<file path="config.mk">
export PLATFORM = sky130hd
export DESIGN_NAME = iob_uart_host
export DESIGN_NICKNAME = d
export VERILOG_FILES = /design/src/rtl/iob_uart_host_pkg.sv /design/src/rtl/iob_uart_host_req.sv /design/src/rtl/iob_uart_host.sv
export SDC_FILE = /design/constraint.sdc
export NUM_CORES = 1
export LEC_CHECK = 0
export ABC_AREA = 0
export CAP_MARGIN = 20
export CORE_MARGIN = 5
export CORE_UTILIZATION = 49
export DETAILED_ROUTE_END_ITERATION = 16
export PLACE_DENSITY = 0.77
export SYNTH_ARGS = -nofsm -noshare
export SYNTH_HDL_FRONTEND = slang
export SYNTH_HIERARCHICAL = 1
export SYNTH_SLANG_ARGS = --single-unit
</file>
<file path="constraint.sdc">
create_clock -name clk_i -period 2.62 [get_ports clk_i]
set_input_delay 0.655 -clock clk_i [delete_from_list [all_inputs] [get_ports clk_i]]
set_output_delay 0.655 -clock clk_i [all_outputs]
set_load 0.02 [all_outputs]
</file>
<file path="src/rtl/iob_uart_host_pkg.sv">
// Shared types and IOb lane helpers for the iob_uart host initiator.
package iob_uart_host_pkg;

  typedef enum logic [3:0] {
    StInitSrst1,
    StInitSrst0,
    StInitDiv,
    StInitTxen,
    StInitRxen,
    StIdle,
    StTxPoll,
    StTxWrite,
    StRxPoll,
    StRxRead
  } state_e;

  localparam logic SzByte = 1'b0;  // 1-byte write
  localparam logic SzHalf = 1'b1;  // 2-byte write

  function automatic logic [3:0] strb_f(input logic [1:0] lane, input logic half);
    logic [3:0] base;
    base = half ? 4'b0011 : 4'b0001;
    return base << lane;
  endfunction

  function automatic logic [31:0] wdata_f(input logic [15:0] data, input logic [1:0] lane);
    logic [31:0] word;
    word = {16'h0000, data};
    return word << {lane, 3'b000};
  endfunction

  function automatic logic [7:0] lane_f(input logic [31:0] word, input logic [1:0] lane);
    return word[{lane, 3'b000} +: 8];
  endfunction

endpackage

</file>
<file path="src/rtl/iob_uart_host_req.sv">
// Single-outstanding IOb request engine: launches one access, reports completion and read byte.
module iob_uart_host_req
  import iob_uart_host_pkg::*;
#(
  parameter int unsigned ADDR_W = 3,
  parameter int unsigned DATA_W = 32
) (
  input  logic                clk_i,
  input  logic                cke_i,
  input  logic                arst_n_i,
  input  logic                start_i,
  input  logic [ADDR_W-1:0]   addr_i,
  input  logic [15:0]         data_i,
  input  logic                half_i,
  input  logic                is_read_i,
  output logic                busy_o,
  output logic                done_o,
  output logic [7:0]          rbyte_o,
  output logic                iob_avalid_o,
  output logic [ADDR_W-1:0]   iob_addr_o,
  output logic [DATA_W-1:0]   iob_wdata_o,
  output logic [DATA_W/8-1:0] iob_wstrb_o,
  input  logic [DATA_W-1:0]   iob_rdata_i,
  input  logic                iob_rvalid_i,
  input  logic                iob_ready_i
);

  logic                r_avalid, r_pending, r_is_read;
  logic [ADDR_W-1:0]   r_addr;
  logic [DATA_W-1:0]   r_wdata;
  logic [DATA_W/8-1:0] r_wstrb;
  logic                w_accept;

  assign w_accept = r_avalid & iob_ready_i;
  assign busy_o   = r_avalid | r_pending;

  always_ff @(posedge clk_i or negedge arst_n_i) begin
    if (!arst_n_i) begin
      r_avalid  <= 1'b0;
      r_pending <= 1'b0;
      r_is_read <= 1'b0;
      r_addr    <= '0;
      r_wdata   <= '0;
      r_wstrb   <= '0;
    end else if (cke_i) begin
      if (start_i && !busy_o) begin
        r_avalid  <= 1'b1;
        r_is_read <= is_read_i;
        r_addr    <= addr_i;
        r_wdata   <= is_read_i ? '0 : wdata_f(data_i, addr_i[1:0]);
        r_wstrb   <= is_read_i ? '0 : strb_f(addr_i[1:0], half_i);
      end else if (w_accept) begin
        r_avalid  <= 1'b0;
        r_pending <= r_is_read;
      end else if (r_pending && iob_rvalid_i) begin
        r_pending <= 1'b0;
      end
    end
  end

  // Writes finish on accept; reads finish on the first rvalid after accept.
  assign done_o  = cke_i & ((w_accept & ~r_is_read) | (r_pending & iob_rvalid_i));
  assign rbyte_o = lane_f(iob_rdata_i, r_addr[1:0]);

  assign iob_avalid_o = r_avalid;
  assign iob_addr_o   = r_addr;
  assign iob_wdata_o  = r_wdata;
  assign iob_wstrb_o  = r_wstrb;

endmodule

</file>
<file path="src/rtl/iob_uart_host.sv">
// IOb initiator that initialises an iob_uart and shuttles bytes between streams and its CSRs.
module iob_uart_host
  import iob_uart_host_pkg::*;
#(
  parameter int unsigned ADDR_W      = 3,
  parameter int unsigned DATA_W      = 32,
  parameter logic [15:0] DIV         = 16'd100,
  parameter int unsigned POLL_GAP    = 8,
  parameter int unsigned A_SOFTRESET = 0,
  parameter int unsigned A_DIV       = 2,
  parameter int unsigned A_TXDATA    = 4,
  parameter int unsigned A_TXEN      = 5,
  parameter int unsigned A_RXEN      = 6,
  parameter int unsigned A_TXREADY   = 0,
  parameter int unsigned A_RXREADY   = 1,
  parameter int unsigned A_RXDATA    = 4
) (
  input  logic                clk_i,
  input  logic                cke_i,
  input  logic                arst_n_i,
  output logic                iob_avalid_o,
  output logic [ADDR_W-1:0]   iob_addr_o,
  output logic [DATA_W-1:0]   iob_wdata_o,
  output logic [DATA_W/8-1:0] iob_wstrb_o,
  input  logic [DATA_W-1:0]   iob_rdata_i,
  input  logic                iob_rvalid_i,
  input  logic                iob_ready_i,
  input  logic [7:0]          tx_data_i,
  input  logic                tx_valid_i,
  output logic                tx_ready_o,
  output logic [7:0]          rx_data_o,
  output logic                rx_valid_o,
  input  logic                rx_ready_i,
  output logic                init_done_o
);

  localparam int unsigned GapW = $clog2(POLL_GAP + 2);

  state_e            r_state, w_state_next;
  logic              r_rr_tx, r_rx_full, r_init_done;
  logic [GapW-1:0]   r_gap_tx, r_gap_rx;
  logic [7:0]        r_tx_byte, r_rx_data;

  logic              w_start, w_busy, w_done, w_is_read, w_half;
  logic [ADDR_W-1:0] w_addr;
  logic [15:0]       w_data;
  logic [7:0]        w_rbyte;
  logic              w_tx_elig, w_rx_elig, w_grant_tx, w_grant_rx;

  assign w_tx_elig  = tx_valid_i && (r_gap_tx == '0);
  assign w_rx_elig  = !r_rx_full && (r_gap_rx == '0);
  assign w_grant_tx = (r_state == StIdle) && w_tx_elig && (!w_rx_elig || r_rr_tx);
  assign w_grant_rx = (r_state == StIdle) && w_rx_elig && !w_grant_tx;

  always_ff @(posedge clk_i or negedge arst_n_i) begin
    if (!arst_n_i) begin
      r_state <= StInitSrst1;
    end else if (cke_i) begin
      r_state <= w_state_next;
    end
  end

  always_comb begin
    w_state_next = r_state;
    unique case (r_state)
      StInitSrst1: if (w_done) w_state_next = StInitSrst0;
      StInitSrst0: if (w_done) w_state_next = StInitDiv;
      StInitDiv:   if (w_done) w_state_next = StInitTxen;
      StInitTxen:  if (w_done) w_state_next = StInitRxen;
      StInitRxen:  if (w_done) w_state_next = StIdle;
      StIdle: begin
        if (w_grant_tx)      w_state_next = StTxPoll;
        else if (w_grant_rx) w_state_next = StRxPoll;
      end
      StTxPoll:  if (w_done) w_state_next = w_rbyte[0] ? StTxWrite : StIdle;
      StTxWrite: if (w_done) w_state_next = StIdle;
      StRxPoll:  if (w_done) w_state_next = w_rbyte[0] ? StRxRead : StIdle;
      StRxRead:  if (w_done) w_state_next = StIdle;
      default:   w_state_next = StInitSrst1;
    endcase
  end

  always_comb begin
    w_addr    = '0;
    w_data    = '0;
    w_half    = SzByte;
    w_is_read = 1'b0;
    unique case (r_state)
      StInitSrst1: begin w_addr = ADDR_W'(A_SOFTRESET); w_data = 16'd1; end
      StInitSrst0: begin w_addr = ADDR_W'(A_SOFTRESET); w_data = 16'd0; end
      StInitDiv:   begin w_addr = ADDR_W'(A_DIV); w_data = DIV; w_half = SzHalf; end
      StInitTxen:  begin w_addr = ADDR_W'(A_TXEN); w_data = 16'd1; end
      StInitRxen:  begin w_addr = ADDR_W'(A_RXEN); w_data = 16'd1; end
      StTxPoll:    begin w_addr = ADDR_W'(A_TXREADY); w_is_read = 1'b1; end
      StTxWrite:   begin w_addr = ADDR_W'(A_TXDATA); w_data = {8'h00, r_tx_byte}; end
      StRxPoll:    begin w_addr = ADDR_W'(A_RXREADY); w_is_read = 1'b1; end
      StRxRead:    begin w_addr = ADDR_W'(A_RXDATA); w_is_read = 1'b1; end
      default:     ;
    endcase
    w_start    = (r_state != StIdle) && !w_busy;
    tx_ready_o = (r_state == StTxWrite) && w_done;
  end

  always_ff @(posedge clk_i or negedge arst_n_i) begin
    if (!arst_n_i) begin
      r_rr_tx     <= 1'b1;
      r_gap_tx    <= '0;
      r_gap_rx    <= '0;
      r_tx_byte   <= '0;
      r_rx_data   <= '0;
      r_rx_full   <= 1'b0;
      r_init_done <= 1'b0;
    end else if (cke_i) begin
      // Pointer moves to the service that was not just granted.
      if (w_grant_tx) begin
        r_rr_tx   <= 1'b0;
        r_tx_byte <= tx_data_i;
      end else if (w_grant_rx) begin
        r_rr_tx <= 1'b1;
      end
      if (r_state == StTxPoll && w_done && !w_rbyte[0]) r_gap_tx <= GapW'(POLL_GAP);
      else if (r_gap_tx != '0)                          r_gap_tx <= r_gap_tx - GapW'(1);
      if (r_state == StRxPoll && w_done && !w_rbyte[0]) r_gap_rx <= GapW'(POLL_GAP);
      else if (r_gap_rx != '0)                          r_gap_rx <= r_gap_rx - GapW'(1);
      if (r_state == StRxRead && w_done) begin
        r_rx_data <= w_rbyte;
        r_rx_full <= 1'b1;
      end else if (r_rx_full && rx_ready_i) begin
        r_rx_full <= 1'b0;
      end
      if (r_state == StInitRxen && w_done) r_init_done <= 1'b1;
    end
  end

  assign rx_data_o   = r_rx_data;
  assign rx_valid_o  = r_rx_full;
  assign init_done_o = r_init_done;

  iob_uart_host_req #(
    .ADDR_W(ADDR_W),
    .DATA_W(DATA_W)
  ) u_req (
    .clk_i       (clk_i),
    .cke_i       (cke_i),
    .arst_n_i    (arst_n_i),
    .start_i     (w_start),
    .addr_i      (w_addr),
    .data_i      (w_data),
    .half_i      (w_half),
    .is_read_i   (w_is_read),
    .busy_o      (w_busy),
    .done_o      (w_done),
    .rbyte_o     (w_rbyte),
    .iob_avalid_o(iob_avalid_o),
    .iob_addr_o  (iob_addr_o),
    .iob_wdata_o (iob_wdata_o),
    .iob_wstrb_o (iob_wstrb_o),
    .iob_rdata_i (iob_rdata_i),
    .iob_rvalid_i(iob_rvalid_i),
    .iob_ready_i (iob_ready_i)
  );

endmodule

</file>
==> results of run 1 <==
## sequential cells by signal, summed over array words and instances (netlist names), 3 cells and up
signal / cells
r_gap_rx: 4
r_gap_tx: 4
r_state: 4
r_tx_byte: 8
rx_data_o: 8
u_req/iob_addr_o: 3
u_req/iob_wdata_o: 32
u_req/iob_wstrb_o: 4
## cell usage after synthesis, drive strengths merged (2+ instances only)
| library cell | n | area, sq um |
|---|---|---|
| dfrtp | 72 | 1802 |
| o41ai | 3 | 26.28 |
| inv | 9 | 33.78 |
| mux2i | 9 | 90.09 |
| ha | 4 | 50.05 |
| nand3 | 4 | 20.02 |
| o21ai | 15 | 75.07 |
| xnor2 | 2 | 17.52 |
| mux2 | 22 | 277.8 |
| a22oi | 8 | 60.06 |
| nand2 | 26 | 97.59 |
| and4bb | 2 | 25.02 |
| a21o | 8 | 60.06 |
| mux4 | 8 | 180.2 |
| nor4 | 3 | 33.78 |
| or2 | 3 | 18.78 |
| nor2b | 4 | 25.02 |
| o22ai | 3 | 18.77 |
| nand2b | 8 | 50.05 |
| buf | 13 | 81.32 |
| nor3 | 4 | 25.02 |
| nor4b | 2 | 17.52 |
| or3 | 2 | 12.51 |
| xor2 | 2 | 17.52 |
| a21oi | 6 | 30.03 |
| a22o | 25 | 219.0 |
| o2bb2ai | 2 | 17.52 |
| clkbuf | 8 | 31.28 |
| and2 | 7 | 43.79 |
| a31oi | 3 | 18.77 |
| nor2 | 25 | 98.84 |
## worst max-delay path, stage by stage
cell,delay (ns)
clkdlybuf4s50_1,0.47
nand2_1,0.05
o21ai_0,0.16
and2_1,0.19
and2_1,0.14
buf_2,0.16
## power breakdown
group | switching [W] | internal [W]
Combinational | 0.00136 | 0.00127
Sequential | 0.000233 | 0.00147
Clock | 0.000438 | 0.000345
Total | 0.00203 | 0.00308
## cell families (layout without fill, tap and decap cells)
kind of cell	Yosys count	after routing	share of synthesized area, %
muxes	39	39	14.66
adders and majority gates	4	4	1.339
DFF	73	73	48.90
other	1	16	0.1003
buffers and inverters	30	145	3.915
AOI/OAI and AO/OA	80	80	15.83
xor gates and xnor gates	4	4	0.9373
and+or+nand+nor	97	97	14.32
## cell usage in the layout, fill, tap and decap left out, types with 3 or more instances in the layout
cell type | Yosys | final
a21o_1 | 8 | 8
a21oi_1 | 6 | 6
a22o_1 | 25 | 25
a22oi_1 | 8 | 8
a31oi_1 | 3 | 3
and2_1 | 7 | 7
buf_4 | 2 | 21
clkbuf_8 | 0 | 9
clkdlybuf4s50_1 | 0 | 95
clkinvlp_4 | 0 | 3
conb_1 | 1 | 16
dfrtp_1 | 72 | 72
ha_1 | 4 | 4
inv_1 | 9 | 9
mux2_2 | 14 | 14
mux2_4 | 8 | 8
mux2i_1 | 9 | 9
mux4_2 | 8 | 8
nand2_1 | 26 | 26
nand2b_1 | 8 | 8
nand3_1 | 4 | 4
nor2_1 | 23 | 23
nor2b_1 | 4 | 4
nor3_1 | 3 | 3
o21ai_0 | 14 | 14
o22ai_1 | 3 | 3
o41ai_1 | 3 | 3
## layer usage
| metal | GRT usage, % | routed length [microns] | part of all wire [%] | vias up |
|---|---|---|---|---|
| met3 | 5.958 | 606 | 6.6 | 7 |
| li1 | - | - | - | 1438 |
| met4 | 5.325 | 80 | 0.87 | 0 |
| met2 | 32.59 | 4468 | 49 | 107 |
| met5 | 0 | 0 | 0 | - |
| met1 | 24.95 | 4009 | 44 | 1507 |
## what timing repair did
action                                  in CTS  in global routing
endpoints found under the setup margin       1                  1
endpoints found under the hold margin        0                  0
pin swaps                                    0                  1
gates resized for setup                      3                  1
## final timing paths
check / to / startpoint / depth (start not counted) / slack (ns)
setup reg to reg: r_tx_byte[1] / r_gap_rx[0] / 6 / 0.25
min in group clk_i: init_done_o / init_done_o / 1 / 0.48
max in group asynchronous: r_tx_byte[5] / arst_n_i / 2 / 1.64
hold reg to reg: init_done_o / init_done_o / 1 / 0.48
setup / recovery: tx_ready_o / iob_ready_i / 6 / 0.14
hold / removal: rx_data_o[5] / arst_n_i / 1 / 0.27
## layout make-up
| class | instances | area (sq um) |
|---|---|---|
| clock inverters | 6 | 45.04 |
| flip-flops and latches | 73 | 1828 |
| repair buffers | 120 | 1159 |
| inverters | 9 | 33.78 |
| fillers | 528 | 2188 |
| multi-input cells | 240 | 1826 |
| well taps | 99 | 123.9 |
| clock buffers | 10 | 127.6 |
## stage by stage
| step | utilization [%] | instances | setup TNS, ns |
|---|---|---|---|
| after floorplan | - | 343 | 0 |
| after global placement | 67.86 | 541 | -0.2793 |
| after detailed placement | 67.86 | 541 | -0.4796 |
| after CTS | 70.23 | 557 | 0 |
| after global routing | 70.15 | 557 | 0 |
| final | 70.15 | 557 | 0 |
==> results.txt, run 1 <==
# hold bufs at CTS - 0
CP Class - in2out
Clock tree sinks - 73
P_leak - 2.305 nW
Final instance area - 0.005142 sq mm
PortBufs - 97
HPWL after DPL - 6.781 mm
Overflow after GRT - 0
Die Span X - 97.35 microns
Worst Setup Start Kind - input pin
Root Buffer - clkbuf_8
Antenna viol nets, final - 0
DR WL/cell - 16.45 microns
Post-CTS setup buffers - 0
Max Slew Vio Count - 0
EDFF count, synth - 0
Max Cap Violations - 0
CP arrival - 1.83 ns
Worst Setup End Kind - output port
Io pins - 98
Routed vias - 3,059
HP Class - in2async
Placed cell area - 0.004975 sq mm
RSZ-0062 raised after global routing - no
Drt pass-1 iters - 5
Max clock buf depth - 2
First DRT Iteration DRCs - 206
Final setup fails - 0
Post-layout nets - 504
Vias in the first global route - 3,198
Final WS setup - 0.1354 ns
Num CTS Buffers - 9
CTS tree - yes
Share of cells above drive strength 1 - 17.69%
Final setup skew - 0.004657 ns
Core area - 0.007331 sq mm
Clk Latency, worst-skew pair - 0.35 ns
Max Fanout on Critical Path - 2
Worst-path clk slew - 0.08 ns
Largest net degree at the start of global routing - 48
DRC - 0
Placer Congestion - 0.8191
Die ar. - 0.009477 sq mm
Hold slack - 0.2750 ns
Ys async rst share - 100.0%
PnR Total Power - 0.005112 W
WP data required - 1.97 ns
Overall Global Routing Usage - 19.61%
Initial core utilization - 51.00%
H-tree depth - 3
Minimum clock period - 2.485 ns
Sequential-to-total area share from yosys stat - 48.90%
Wire length of the first global-routing pass - 15.14 mm
Mapped cell area - 0.003739 sq mm
Worst slack, placed - -0.3012 ns
Row count - 31
Yosys warnings - 6
Ant diodes - 0
Tcrit/Tclk final - 94.83%
Worst slew pin tran - 0.5674 ns
Die span in y - 97.35 microns
Total Wirelength - 9.164 mm
Status - complete, no violations
Post-synthesis cell count - 328
Most used DFF post-synth - dfrtp_1
Area grow syn2layout - 37.55%
Synth cell types - 59
Max-slew headroom at the worst pin - 61.89%
Synth Register Bits - 73
Final Hold Fails - 0
Syn avg cell area - 11.40 sq um
Fmax - 402.5 MHz
Peak VDD IR - 0.0005166 V
Initial antenna violation count - 0
PD cells - 994.0 mW/mm^2
Detail-routed via count per cell - 5.492
Power figures use the tool's default switching activity.
==> run 2: changes to the inputs <==
--- a/config.mk
+++ b/config.mk
@@ -8,9 +8,10 @@
 export ABC_AREA = 0
 export CAP_MARGIN = 20
 export CORE_MARGIN = 5
-export CORE_UTILIZATION = 49
+export CORE_UTILIZATION = 59
 export DETAILED_ROUTE_END_ITERATION = 16
-export PLACE_DENSITY = 0.77
+export DONT_BUFFER_PORTS = 1
+export PLACE_DENSITY = 0.72
 export SYNTH_ARGS = -nofsm -noshare
 export SYNTH_HDL_FRONTEND = slang
 export SYNTH_HIERARCHICAL = 1
==> run 2 against run 1 <==
Compared with the run above: global-route usage increased by 3.2 points; sequential cell count unchanged; combinational power decreased by 29%; largest cell class unchanged; sequential share of layout area grew 8.5 points; critical path depth unchanged; clock power up 14%; power shrank 7.4%; design area fell by 19%; maximum frequency grew 5.0%; highest routed layer unchanged.
==> results.txt, run 2 (synthesized netlist as in run 1, its figures left out) <==
Status - complete, no violations (unchanged)
Top routing layer in use - met4 (unchanged)
Tcrit/Tclk final - 90.35% (was 94.83%)
Post-CTS setup buffers - 0 (unchanged)
Placed cell count - 417 (was 541)
Vias in the first global route - 2,664 (was 3,198)
Met3 wire length - 803 microns (was 606 microns)
CTS tree - yes (unchanged)
Peak VDD IR - 0.0006245 V (was 0.0005166 V)
Die Span X - 89.60 microns (was 97.35 microns)
H-tree depth - 3 (unchanged)
Max Fanout on Critical Path - 8 (was 2)
Initial core utilization - 59.90% (was 51.00%)
Area grow syn2layout - 10.98% (was 37.55%)
Max clock buf depth - 2 (unchanged)
M1 wire length - 3.772 mm (was 4.009 mm)
Max Slew Vio Count - 0 (unchanged)
Critical R2R Capture - r_tx_byte[1] (unchanged)
Fmax - 422.5 MHz (was 402.5 MHz)
Worst Setup End Kind - flip-flop (was output port)
# fillers - 474 (was 528)
Max-slew headroom at the worst pin - 52.95% (was 61.89%)
CP arrival - 2.59 ns (was 1.83 ns)
DR WL/cell - 19.74 microns (was 16.45 microns)
Routed vias - 2,608 (was 3,059)
Minimum clock period - 2.367 ns (was 2.485 ns)
Placer Congestion - 0.8505 (was 0.8191)
HP Class - in2async (unchanged)
Ant diodes - 0 (unchanged)
Hold slack - 0.1506 ns (was 0.2750 ns)
Die ar. - 0.008028 sq mm (was 0.009477 sq mm)
Final setup skew - 0.009819 ns (was 0.004657 ns)
Root Buffer - clkbuf_8 (unchanged)
PD cells - 1141 mW/mm^2 (was 994.0 mW/mm^2)
WP data required - 2.85 ns (was 1.97 ns)
HPWL after DPL - 6.183 mm (was 6.781 mm)
Die span in y - 89.60 microns (was 97.35 microns)
RSZ-0062 raised after global routing - no (unchanged)
Num CTS Buffers - 9 (unchanged)
Initial antenna violation count - 0 (unchanged)
R2R Setup Slk - 0.25 ns (about the same)
Final std cells w/o fill - 434 (was 557)
Area of the multi-input gates - 0.001826 sq mm (unchanged)
Max Cap Violations - 0 (unchanged)
Detail-routed via count per cell - 6.009 (was 5.492)
Max reg flops - 32 (unchanged)
Drt pass-1 iters - 4 (was 5)
Worst-path clk slew - 0.08 ns (about the same)
Final Hold Fails - 0 (unchanged)
Commonest non-fill, non-tap cell in the layout - dfrtp_1 (was clkdlybuf4s50_1)
First DRT Iteration DRCs - 163 (was 206)
Crit path from - r_gap_rx[0] (was iob_ready_i)
Worst r2r src - r_gap_rx[0] (unchanged)
Post-layout nets - 403 (was 504)
Row count - 29 (was 31)
Clock tree sinks - 73 (unchanged)
Io pins - 98 (unchanged)
Utilization after layout - 66.48% (was 70.15%)
Overall Global Routing Usage - 22.77% (was 19.61%)
Total Wirelength - 8.569 mm (was 9.164 mm)
Worst r2r path cells - 6 (unchanged)
Wire length of the first global-routing pass - 13.62 mm (was 15.14 mm)
Most frequent cells in the layout - 72 x dfrtp_1, 26 x nand2_1, 25 x a22o_1 (was 95 x clkdlybuf4s50_1, 72 x dfrtp_1, 26 x nand2_1)
FF+latch area - 0.001828 sq mm (unchanged)
Overflow after GRT - 0 (unchanged)
Worst Setup Start Kind - flip-flop (was input pin)
Core area - 0.006241 sq mm (was 0.007331 sq mm)
PortBufs - 0 (was 97)
Setup_tns - 0 ns (unchanged)
Met2 wire len - 3.904 mm (was 4.468 mm)
DRC - 0 (unchanged)
Antenna viol nets, final - 0 (unchanged)
Worst slew pin tran - 0.6993 ns (was 0.5674 ns)
Largest net degree at the start of global routing - 73 (was 48)
Clk Latency, worst-skew pair - 0.34 ns (was 0.35 ns)
Share of cells above drive strength 1 - 21.29% (was 17.69%)
CP endpoint - r_tx_byte[1] (was tx_ready_o)
Final setup fails - 0 (unchanged)
P_leak - 1.945 nW (was 2.305 nW)
CP Class - reg2reg (was in2out)
==> run 2: timing repair <==
item	in CTS	in global routing
hold buffers	1	0
hold endpoints to repair	72	0
resized for setup	0	0
==> run 2: area by class of cell <==
| cell class | count | share of cell area, % |
|---|---|---|
| flip-flops and latches | 73 | 44.06 |
| multi-input cells | 240 | 44.00 |
| repair buffers | 19 | 3.920 |
| clock buffers | 10 | 3.317 |
| well taps | 77 | 2.322 |
| clock inverters | 6 | 1.568 |
| inverters | 9 | 0.8142 |
==> run 2: worst min path at each step <==
stage	start	end	slack (ns)	depth (start not counted)
after CTS	arst_n_i	r_rr_tx	0.13	0
after detailed placement	arst_n_i	r_gap_tx[2]	0.36	0
final	arst_n_i	r_rr_tx	0.15	0
after floorplan	arst_n_i	init_done_o	0.36	0
after global routing	arst_n_i	r_rr_tx	0.13	0
after global placement	arst_n_i	r_gap_tx[2]	0.36	0
==> run 2: stage by stage <==
| step | total power, W | setup WS (ns) | cell area (sq um) |
|---|---|---|---|
| floorplan | 0.003374 | 0.2999 | 3795 |
| global placement | 0.003767 | 0.3585 | 3919 |
| detailed placement | 0.003832 | 0.2706 | 3919 |
| CTS | 0.004765 | 0.2586 | 4149 |
| global route | 0.005060 | 0.1486 | 4149 |
| finish | 0.004735 | 0.2529 | 4149 |
==> run 2: layer usage <==
metal  GRT usage [%]  up-vias
met2           32.65       94
met4           8.796        0
met5               0        -
li1                -     1232
met3           7.847        8
met1           31.95     1274
==> run 2: power breakdown <==
part           switching (W)  internal, W  leakage (nW)
Clock               0.000427     0.000467         0.103
Sequential          0.000509      0.00147         0.969
Combinational        0.00101     0.000851         0.873
Total                0.00195      0.00279          1.94
==> run 2: critical path, stage by stage (launching register included) <==
cell and delay [ns]:
dfrtp_1 0.39, inv_1 0.11, ha_1 0.24, or4b_4 0.49, o211ai_2 0.19, or2_1 0.48
mux2_4 0.35
